File: src/rtl/prom_boot_pkg.sv
// Shared types and constants for the boot PROM loader: FSM state encoding and PROM geometry.
package prom_boot_pkg;

    localparam int PROM_AW = 5;
    localparam int PROM_DW = 8;

    localparam int DEF_ROM_DEPTH      = 32;
    localparam int DEF_BYTES_PER_WORD = 4;
    localparam int DEF_ACCESS_CYCLES  = 2;

    typedef enum logic [2:0] {
        IDLE,
        ADDR,
        WAIT,
        CAPTURE,
        PUSH,
        DONE
    } state_e;

endpackage

File: src/rtl/prom_byte_packer.sv
// Packs PROM bytes little-endian into one output word and flags when the word is complete.
module prom_byte_packer
    import prom_boot_pkg::*;
#(
    parameter int BYTES_PER_WORD = DEF_BYTES_PER_WORD
) (
    input  logic                            clk,
    input  logic                            reset,
    input  logic                            clear,
    input  logic                            capture,
    input  logic [PROM_DW-1:0]              byte_in,
    output logic [PROM_DW*BYTES_PER_WORD-1:0] word,
    output logic                            word_full
);

    localparam int LANE_W = (BYTES_PER_WORD > 1) ? $clog2(BYTES_PER_WORD) : 1;

    logic [LANE_W-1:0]                 lane_q, lane_d;
    logic [PROM_DW*BYTES_PER_WORD-1:0] word_q, word_d;
    logic                              full_q, full_d;

    // Lanes not yet written in the current word deliberately keep their old contents.
    always_comb begin
        lane_d = lane_q;
        word_d = word_q;
        full_d = full_q;
        if (clear) begin
            lane_d = '0;
            full_d = 1'b0;
        end else if (capture) begin
            word_d[{lane_q, 3'b000} +: PROM_DW] = byte_in;
            if (lane_q == LANE_W'(BYTES_PER_WORD - 1)) begin
                lane_d = '0;
                full_d = 1'b1;
            end else begin
                lane_d = lane_q + 1'b1;
                full_d = 1'b0;
            end
        end
    end

    always_ff @(posedge clk or posedge reset) begin
        if (reset) begin
            lane_q <= '0;
            word_q <= '0;
            full_q <= 1'b0;
        end else begin
            lane_q <= lane_d;
            word_q <= word_d;
            full_q <= full_d;
        end
    end

    assign word      = word_q;
    assign word_full = full_q;

endmodule

File: src/rtl/prom_boot_loader.sv
// Sequences the 32x8 boot PROM and streams packed words downstream on valid/ready.
// Define PROM_CHECKSUM_EN to add a modulo-256 byte checksum reported on chk_err.
module prom_boot_loader
    import prom_boot_pkg::*;
#(
    parameter int ROM_DEPTH      = DEF_ROM_DEPTH,
    parameter int BYTES_PER_WORD = DEF_BYTES_PER_WORD,
    parameter int ACCESS_CYCLES  = DEF_ACCESS_CYCLES
) (
    input  logic                              clk,
    input  logic                              reset,
    input  logic                              start,
    output logic [PROM_AW-1:0]                prom_a,
    output logic                              prom_ce_n,
    input  logic [PROM_DW-1:0]                prom_d,
    output logic                              word_valid,
    input  logic                              word_ready,
    output logic [PROM_DW*BYTES_PER_WORD-1:0] word_data,
    output logic [2:0]                        word_addr,
    output logic                              busy,
    output logic                              done,
    output logic                              chk_err
);

    localparam int IDX_W  = PROM_AW + 1;
    localparam int WAIT_W = (ACCESS_CYCLES > 1) ? $clog2(ACCESS_CYCLES) : 1;

    state_e             state_q, state_d;
    logic [IDX_W-1:0]   byte_idx_q, byte_idx_d;
    logic [WAIT_W-1:0]  wait_q, wait_d;
    logic [PROM_AW-1:0] prom_a_q, prom_a_d;
    logic               ce_n_q, ce_n_d;
    logic               valid_q, valid_d;
    logic [2:0]         addr_q, addr_d;
    logic               busy_q, busy_d;
    logic               done_q, done_d;
    logic               pack_clear, pack_capture, word_full;
`ifdef PROM_CHECKSUM_EN
    logic [PROM_DW-1:0] sum_q, sum_d;
    logic               chk_err_q, chk_err_d;
`endif

    // prom_d is sampled on the edge that enters CAPTURE, ACCESS_CYCLES+1 edges after prom_a moved.
    always_comb begin
        state_d      = state_q;
        byte_idx_d   = byte_idx_q;
        wait_d       = wait_q;
        prom_a_d     = prom_a_q;
        ce_n_d       = ce_n_q;
        valid_d      = valid_q;
        addr_d       = addr_q;
        busy_d       = busy_q;
        done_d       = done_q;
        pack_clear   = 1'b0;
        pack_capture = 1'b0;
`ifdef PROM_CHECKSUM_EN
        sum_d        = sum_q;
        chk_err_d    = chk_err_q;
`endif
        case (state_q)
            IDLE, DONE: begin
                if (start) begin
                    state_d    = ADDR;
                    byte_idx_d = '0;
                    prom_a_d   = '0;
                    ce_n_d     = 1'b0;
                    addr_d     = '0;
                    busy_d     = 1'b1;
                    done_d     = 1'b0;
                    pack_clear = 1'b1;
`ifdef PROM_CHECKSUM_EN
                    sum_d      = '0;
                    chk_err_d  = 1'b0;
`endif
                end
            end
            ADDR: begin
                state_d = WAIT;
                wait_d  = '0;
            end
            WAIT: begin
                if (wait_q == WAIT_W'(ACCESS_CYCLES - 1)) begin
                    state_d      = CAPTURE;
                    pack_capture = 1'b1;
                    byte_idx_d   = byte_idx_q + 1'b1;
`ifdef PROM_CHECKSUM_EN
                    sum_d        = sum_q + prom_d;
`endif
                end else begin
                    wait_d = wait_q + 1'b1;
                end
            end
            CAPTURE: begin
                if (word_full) begin
                    state_d = PUSH;
                    ce_n_d  = 1'b1;
                    valid_d = 1'b1;
                end else begin
                    state_d  = ADDR;
                    prom_a_d = byte_idx_q[PROM_AW-1:0];
                end
            end
            PUSH: begin
                if (word_ready) begin
                    valid_d = 1'b0;
                    addr_d  = addr_q + 1'b1;
                    if (byte_idx_q == IDX_W'(ROM_DEPTH)) begin
                        state_d   = DONE;
                        busy_d    = 1'b0;
                        done_d    = 1'b1;
`ifdef PROM_CHECKSUM_EN
                        chk_err_d = (sum_q != 8'h00);
`endif
                    end else begin
                        state_d  = ADDR;
                        prom_a_d = byte_idx_q[PROM_AW-1:0];
                        ce_n_d   = 1'b0;
                    end
                end
            end
            default: state_d = IDLE;
        endcase
    end

    always_ff @(posedge clk or posedge reset) begin
        if (reset) begin
            state_q    <= IDLE;
            byte_idx_q <= '0;
            wait_q     <= '0;
            prom_a_q   <= '0;
            ce_n_q     <= 1'b1;
            valid_q    <= 1'b0;
            addr_q     <= '0;
            busy_q     <= 1'b0;
            done_q     <= 1'b0;
`ifdef PROM_CHECKSUM_EN
            sum_q      <= '0;
            chk_err_q  <= 1'b0;
`endif
        end else begin
            state_q    <= state_d;
            byte_idx_q <= byte_idx_d;
            wait_q     <= wait_d;
            prom_a_q   <= prom_a_d;
            ce_n_q     <= ce_n_d;
            valid_q    <= valid_d;
            addr_q     <= addr_d;
            busy_q     <= busy_d;
            done_q     <= done_d;
`ifdef PROM_CHECKSUM_EN
            sum_q      <= sum_d;
            chk_err_q  <= chk_err_d;
`endif
        end
    end

    prom_byte_packer #(
        .BYTES_PER_WORD(BYTES_PER_WORD)
    ) u_packer (
        .clk      (clk),
        .reset    (reset),
        .clear    (pack_clear),
        .capture  (pack_capture),
        .byte_in  (prom_d),
        .word     (word_data),
        .word_full(word_full)
    );

    assign prom_a     = prom_a_q;
    assign prom_ce_n  = ce_n_q;
    assign word_valid = valid_q;
    assign word_addr  = addr_q;
    assign busy       = busy_q;
    assign done       = done_q;
`ifdef PROM_CHECKSUM_EN
    assign chk_err    = chk_err_q;
`else
    assign chk_err    = 1'b0;
`endif

endmodule

File: config.mk
export PLATFORM = sky130hd
export DESIGN_NAME = prom_boot_loader
export DESIGN_NICKNAME = d
export VERILOG_FILES = /design/src/rtl/prom_boot_pkg.sv /design/src/rtl/prom_byte_packer.sv /design/src/rtl/prom_boot_loader.sv
export SDC_FILE = /design/constraint.sdc
export NUM_CORES = 1
export LEC_CHECK = 0
export ABC_AREA = 1
export CAP_MARGIN = 10
export CORE_MARGIN = 2
export CORE_UTILIZATION = 55
export DETAILED_ROUTE_END_ITERATION = 7
export PLACE_DENSITY = 0.85
export SLEW_MARGIN = 30
export SYNTH_ARGS = -nofsm -noshare
export SYNTH_HDL_FRONTEND = slang
export SYNTH_SLANG_ARGS = --single-unit
File: constraint.sdc
create_clock -name clk -period 3.3 [get_ports clk]
set_input_delay 0.33 -clock clk [delete_from_list [all_inputs] [get_ports clk]]
set_output_delay 0.33 -clock clk [all_outputs]
set_load 0.02 [all_outputs]
==> flow_summary.toml <==
[clock_tree]
cts_hold_buf = 0
cts-buffers-inserted = 9
cts_tree = "done"
htreeDepth = 3
ctsResizeCount = 0
cts_sinks = 57
cts_root_buf = "clkbuf_8"
postCtsSetupRepairBufs = 0
clkTransAtPathRegs_ns = 0.07
cts_buffer_depth = 2
clk-insertion-delay-late_ns = 0.34

[placement]
place_ws_ns = 1.08
dpl.hpwl_mm = 4.57
place_congestion = 0.873
io_buffers = 55
placed_area_um2 = 3410

[synth]
ys_ff_latch = 57
yosysTopAreaCellShare = 0.498
yosysWarnings = 0
synth_cell_types = 37
seq_area_frac_synth = 0.507
syn_inst = 319
synthesis.area_um2 = 2810
synth.area.top_cells = "dfrtp_1 50%, nand2_1 11%, o21ai_0 6.0%"
syn_avg_cell_area_um2 = 8.82
synth_nets = 340
synth_area_leader_cell = "dfrtp_1"

[critical_path]
critPathMaxStageDelay_ns = 0.62
start_kind = "flop"
reg2reg_slack_ns = 1.0
cp-end-kind = "flop"
setup.worst_path.class = "flop to flop"
arrival_ns = 2.58
path_cells = "inv_1 > ha_1 > clkinv_1 > nor2_2 > nand4_1 > nand2_1"
crit_slowest_cell = "dfrtp_1"
worst-path-max-fanout = 14
worstPathRequired_ns = 3.58

[global_route]
grt_antenna_before_repair = 0
grt_start_max_net_pins = 34
first_global_vias = 2382
grt.overflow.total = 0
grt_pass1_wl_mm = 10.7
grt_use_total = 0.249

[die]
initial_core_util = 0.562
core_area_um2 = 5010
die_x_um = 75.5
dieArea_um2 = 5700
ios = 57
rows = 26
die_h_um = 75.5

[timing]
hold_viol = 0
period_share = 0.697
fmax_mhz = 435
post-route-worst-setup-slack_ns = 0.999
setup-tns-final_ns = 0
drv_slew = 0
skew_ns = 0.00677
tightest_slew_ns = 0.557
slew_headroom = 0.628
rsz0062_at_grt = "false"
final-setup-viol-count = 0
period_minus_slack_ns = 2.30

[detailed_routing]
first_pass_iters = 5
vias_per_cell = 5.34
vias = 2417
wl_mm = 6.41
post-route-drc-count = 0
ant_nets = 0
first_iter_violations = 159
wl_per_cell_um = 14.2

[finish]
drive_above_1_share = 0.104
area_growth_pct = 30.9
fin_util = 0.735
antenna_cells = 0
layout.nets = 399
fin_area_um2 = 3680

[power_and_ir_drop]
leakagePower_nw = 1.66
power_density_nw_per_um2 = 935
peakVddDrop_mv = 0.687
power_mw = 3.44

[worst_hold_path]
hp-class = "primary input to async pin"

[flow_run]
maxCapViolCount = 0

[status]
status = "finished clean"
## through the flow
| stage | hold WS [ns] | instances |
|---|---|---|
| floorplan | 0.468 | 319 |
| global placement | 0.454 | 437 |
| detailed placement | 0.460 | 437 |
| CTS | 0.373 | 453 |
| global route | 0.422 | 453 |
| finish | 0.364 | 453 |
## flip-flops by register name, summed over array words and instances (netlist names), 2 cells and up
register         cells
u_packer.word       32
u_packer.lane_q      2
word_addr            3
prom_a               5
byte_idx_q           6
state_q              3
## cell type report
| class | count | area, um^2 |
|---|---|---|
| timing repair buffer | 57 | 566 |
| multi-input combinational | 226 | 1220 |
| clock buffer | 11 | 151 |
| tap | 70 | 87.6 |
| clock inverter | 5 | 125 |
| inverter | 27 | 106 |
| fill | 415 | 1330 |
| sequential | 57 | 1430 |
## report_power, final
part / internal (mW) / switching (mW) / leakage (nW)
clock network: 0.618 / 0.287 / 0.140
logic: 0.534 / 0.938 / 0.835
registers: 0.913 / 0.153 / 0.689
total: 2.06 / 1.38 / 1.66
## routing by layer
layer,share of wire,wire length (um),vias to the layer above,GRT usage
met5,0,0,-,0
met3,0.042,270,11,0.0423
li1,-,-,1187,-
met4,0.018,115,0,0.105
met1,0.43,2750,1154,0.315
met2,0.51,3280,65,0.422
## Yosys cell counts (all sizes together)
cell type and count:
nand2 84, dfrtp 56, o21ai 38, nor2 30, nand3 27, inv 25, nand4 16, ha 9
o31ai 8, buf 7, a21oi 4, a21boi 2, clkbuf 2, clkinv 2, o22ai 2, conb 1
dfstp 1, nand3b 1, nor3 1, o211ai 1, o21bai 1, xor2 1
## cell families (layout without fill, tap and decap cells)
| family | count (synthesis) | after routing | share of synthesized area |
|---|---|---|---|
| AND/OR/NAND/NOR | 159 | 159 | 0.275 |
| buffers and inverters | 36 | 100 | 0.0591 |
| XOR/XNOR | 1 | 1 | 0.00311 |
| other | 1 | 1 | 0.00133 |
| flip-flops | 57 | 57 | 0.507 |
| adder cells (fa/ha/maj) | 9 | 9 | 0.0400 |
| AO/OA/AOI/OAI | 56 | 56 | 0.114 |
## final timing paths
check | from | to | cells past startpoint
setup / recovery | u_packer.lane_q[0]$_DFFE_PP0P_ | u_packer.word[18]$_DFFE_PP0P_ | 6
max in group asynchronous | reset | prom_ce_n$_DFFE_PP1P_ | 3
hold / removal | reset | u_packer.word[28]$_DFFE_PP0P_ | 2
min in group clk | prom_a[1]$_DFFE_PP0P_ | prom_a[1]$_DFFE_PP0P_ | 2
setup reg to reg | u_packer.lane_q[0]$_DFFE_PP0P_ | u_packer.word[18]$_DFFE_PP0P_ | 6
hold reg to reg | prom_a[1]$_DFFE_PP0P_ | prom_a[1]$_DFFE_PP0P_ | 2
## critical path, delay by kind of cell (launching register included)
family / cells / cell delay (ns)
adder cells (fa/ha/maj): 1 / 0.51
AND/OR/NAND/NOR: 3 / 0.59
flip-flops: 1 / 0.62
buffers and inverters: 2 / 0.53
## placed cells by master (no fill, tap or decap), types with 8 or more instances in the layout
cell             synthesis  routed
clkdlybuf4s50_1          0      55
ha_1                     9       9
clkbuf_8                 0      11
o21ai_0                 34      34
nand3_1                 24      24
nand2_1                 81      81
o31ai_1                  8       8
nor2_1                  24      24
inv_1                   20      19
dfrtp_1                 56      56
nand4_1                 16      16
No activity file was read; power rests on OpenSTA's default activity.
==> variant (same flow settings) <==
Re-encode `state_e` (6 states) as one-hot, 6 bits wide.
--- a/src/rtl/prom_boot_pkg.sv
+++ b/src/rtl/prom_boot_pkg.sv
@@ -8,13 +8,13 @@
     localparam int DEF_BYTES_PER_WORD = 4;
     localparam int DEF_ACCESS_CYCLES  = 2;
 
-    typedef enum logic [2:0] {
-        IDLE,
-        ADDR,
-        WAIT,
-        CAPTURE,
-        PUSH,
-        DONE
+    typedef enum logic [5:0] {
+        IDLE    = 6'b000001,
+        ADDR    = 6'b000010,
+        WAIT    = 6'b000100,
+        CAPTURE = 6'b001000,
+        PUSH    = 6'b010000,
+        DONE    = 6'b100000
     } state_e;
 
 endpackage
Function: same outputs for any inputs over 10 cycles, from zero or initial values and one cycle with reset high; not proved beyond that.
==> variant against the original RTL <==
  * Setup slack better by 0.033 ns
  * Area after synthesis is 8.0% higher
  * Die area is 7.6% higher
  * Wire length is 4.2% higher
  * Cell count is 9.7% higher
  * Power is 28% lower
  * Critical path depth is 1 lower
  * Cell area is 3.5% higher
  * Critical path type unchanged
  * First-iteration DRC count is 16% higher
  * Fmax is 1.5% higher
  * Sequential cell count is 3 higher
  * Count of clock-buffer cells in the layout stayed put
  * Sequential power is 11% lower
  * Critical endpoint is now u_packer.word[0]
==> variant: results (changes against the original RTL) <==
STA
  – Slew headroom: 48.46% (was 62.80%)
  – WHS: 0.3002 ns (was 0.3638 ns)
  – Layout Skew: 0.007931 ns (was 0.006766 ns)

Cells and area
  – Nets: 441 (was 399)
  – Share of cells above drive strength 1: 11.06% (was 10.44%)

Routing
  – Routed len/inst: 13.44 um (was 14.16 um)
  – Pre-Repair DR Iteration Count: 4 (was 5)
  – Vias per cell: 5.268 (was 5.336)
  – DRT iter0 DRCs: 184 (was 159)
  – Via count: 2,618 (was 2,417)

Worst setup path
  – R2R cell count: 5 (was 6)
  – Worst Path Max Fanout: 13 (was 14)
  – CP max stage cell: nor3_1 (was dfrtp_1)
  – CP delay by family, top: simple AND/OR/NAND/NOR gates (was flip-flops)
  – Worst path max stage delay: 0.64 ns (was 0.62 ns)
  – Worst Path Arrival: 2.55 ns (was 2.58 ns)
  – R2R Path End: u_packer.word[0] (was u_packer.word[18])
  – Worst R2R Setup Slack: 1.03 ns (was 1.0 ns)

Synthesis
  – Post-Syn Instances: 361 (was 319)
  – Syn nets: 382 (was 340)
  – Post-synthesis compound-gate area fraction: 7.037% (was 11.43%)
  – Post-Synth XOR/XNOR Area: 1.440% (was 0.3112%)
  – Synth area leaders: dfrtp_1 (48%), nand2_1 (13%), nand3_1 (5.1%) (was dfrtp_1 (50%), nand2_1 (11%), o21ai_0 (6.0%))
  – Top cells by count, synth: nand2_1 (102), dfrtp_1 (58), nor2_1 (35), nand3_1 (31), inv_1 (28) (was nand2_1 (81), dfrtp_1 (56), o21ai_0 (34), nand3_1 (24), nor2_1 (24))
  – Sequential fraction of the synthesis area: 49.47% (was 50.73%)
  – Yosys cell types: 32 (was 37)
  – Post-Synth Adder-Cell Area: 3.704% (was 4.002%)
  – Multiplexer share of the synthesized area: 0% (unchanged)

Place
  – Post-DP HPWL: 4764 um (was 4572 um)
  – Dpl cells: 481 (was 437)
  – Area after DPL: 3633 sq um (was 3407 sq um)
  – Final RePlAce weighted congestion: 0.8715 (was 0.8728)

Outcome
  – Status: finished clean (unchanged)

Power and ir drop
  – Switching fraction of total power: 40.56% (was 40.03%)
  – Peak VDD IR: 454.6 uV (was 687.1 uV)
  – Leakage power: 1.665 nW (was 1.663 nW)

GRT
  – Gr usage total: 23.10% (was 24.87%)
  – Largest net degree at the start of global routing: 26 (was 34)
  – First-pass GRT wire length: 11,100 um (was 10,680 um)
  – Initial antenna violation count: 0 (unchanged)
  – Vias in the first global route: 2,469 (was 2,382)

Clock network
  – Worst-path clk slew: 0.07 ns (about the same)

Min path
  – HP Class: primary input to asynchronous set/reset pin (unchanged)
==> variant: worst max-delay path by stage <==
stage,slack (ns),end,depth (start not counted),from
final,1.03,u_packer.word[0],5,u_packer.lane_q[0]
after global routing,0.79,u_packer.word[0],5,u_packer.lane_q[0]
after detailed placement,1.04,u_packer.word[0],5,u_packer.lane_q[0]
after global placement,1.12,u_packer.word[1],5,u_packer.lane_q[0]
after floorplan,1.23,u_packer.word[0],7,u_packer.lane_q[0]
after CTS,1.03,u_packer.word[0],5,u_packer.lane_q[0]
==> variant: area by class of cell <==
| type | instances | area [sq um] |
|---|---|---|
| Inverter | 32 | 120.1 |
| Sequential cell | 60 | 1504 |
| Clock inverter | 5 | 37.54 |
| Multi-Input combinational cell | 260 | 1354 |
| Clock buffer | 11 | 141.4 |
| Tap cell | 72 | 90.09 |
| Timing Repair Buffer | 57 | 565.5 |
| Fill cell | 425 | 1593 |
==> variant: cell families after synthesis <==
group                      Yosys count
AOI/OAI and AO/OA                   40
xor gates and xnor gates             5
adders and majority gates            9
buffers and inverters               41
DFF                                 60
other                                1
and+or+nand+nor                    205
==> variant: power by group through the flow <==
stage / clock [mW] / combinational (mW) / sequential (mW)
global placement: 0 / 0.905 / 0.960
detailed placement: 0 / 0.931 / 0.961
global route: 0.639 / 1.04 / 0.971
floorplan: 0 / 0.566 / 1.04
finish: 0.598 / 0.937 / 0.955
CTS: 0.609 / 0.941 / 0.954
==> variant: routing by layer <==
metal | share of wire [%] | up-vias | track usage, %
li1 | - | 1279 | -
met1 | 42 | 1225 | 28.07
met2 | 50 | 94 | 39.05
met3 | 5.1 | 20 | 4.828
met4 | 2.7 | 0 | 11.58
met5 | 0 | - | 0
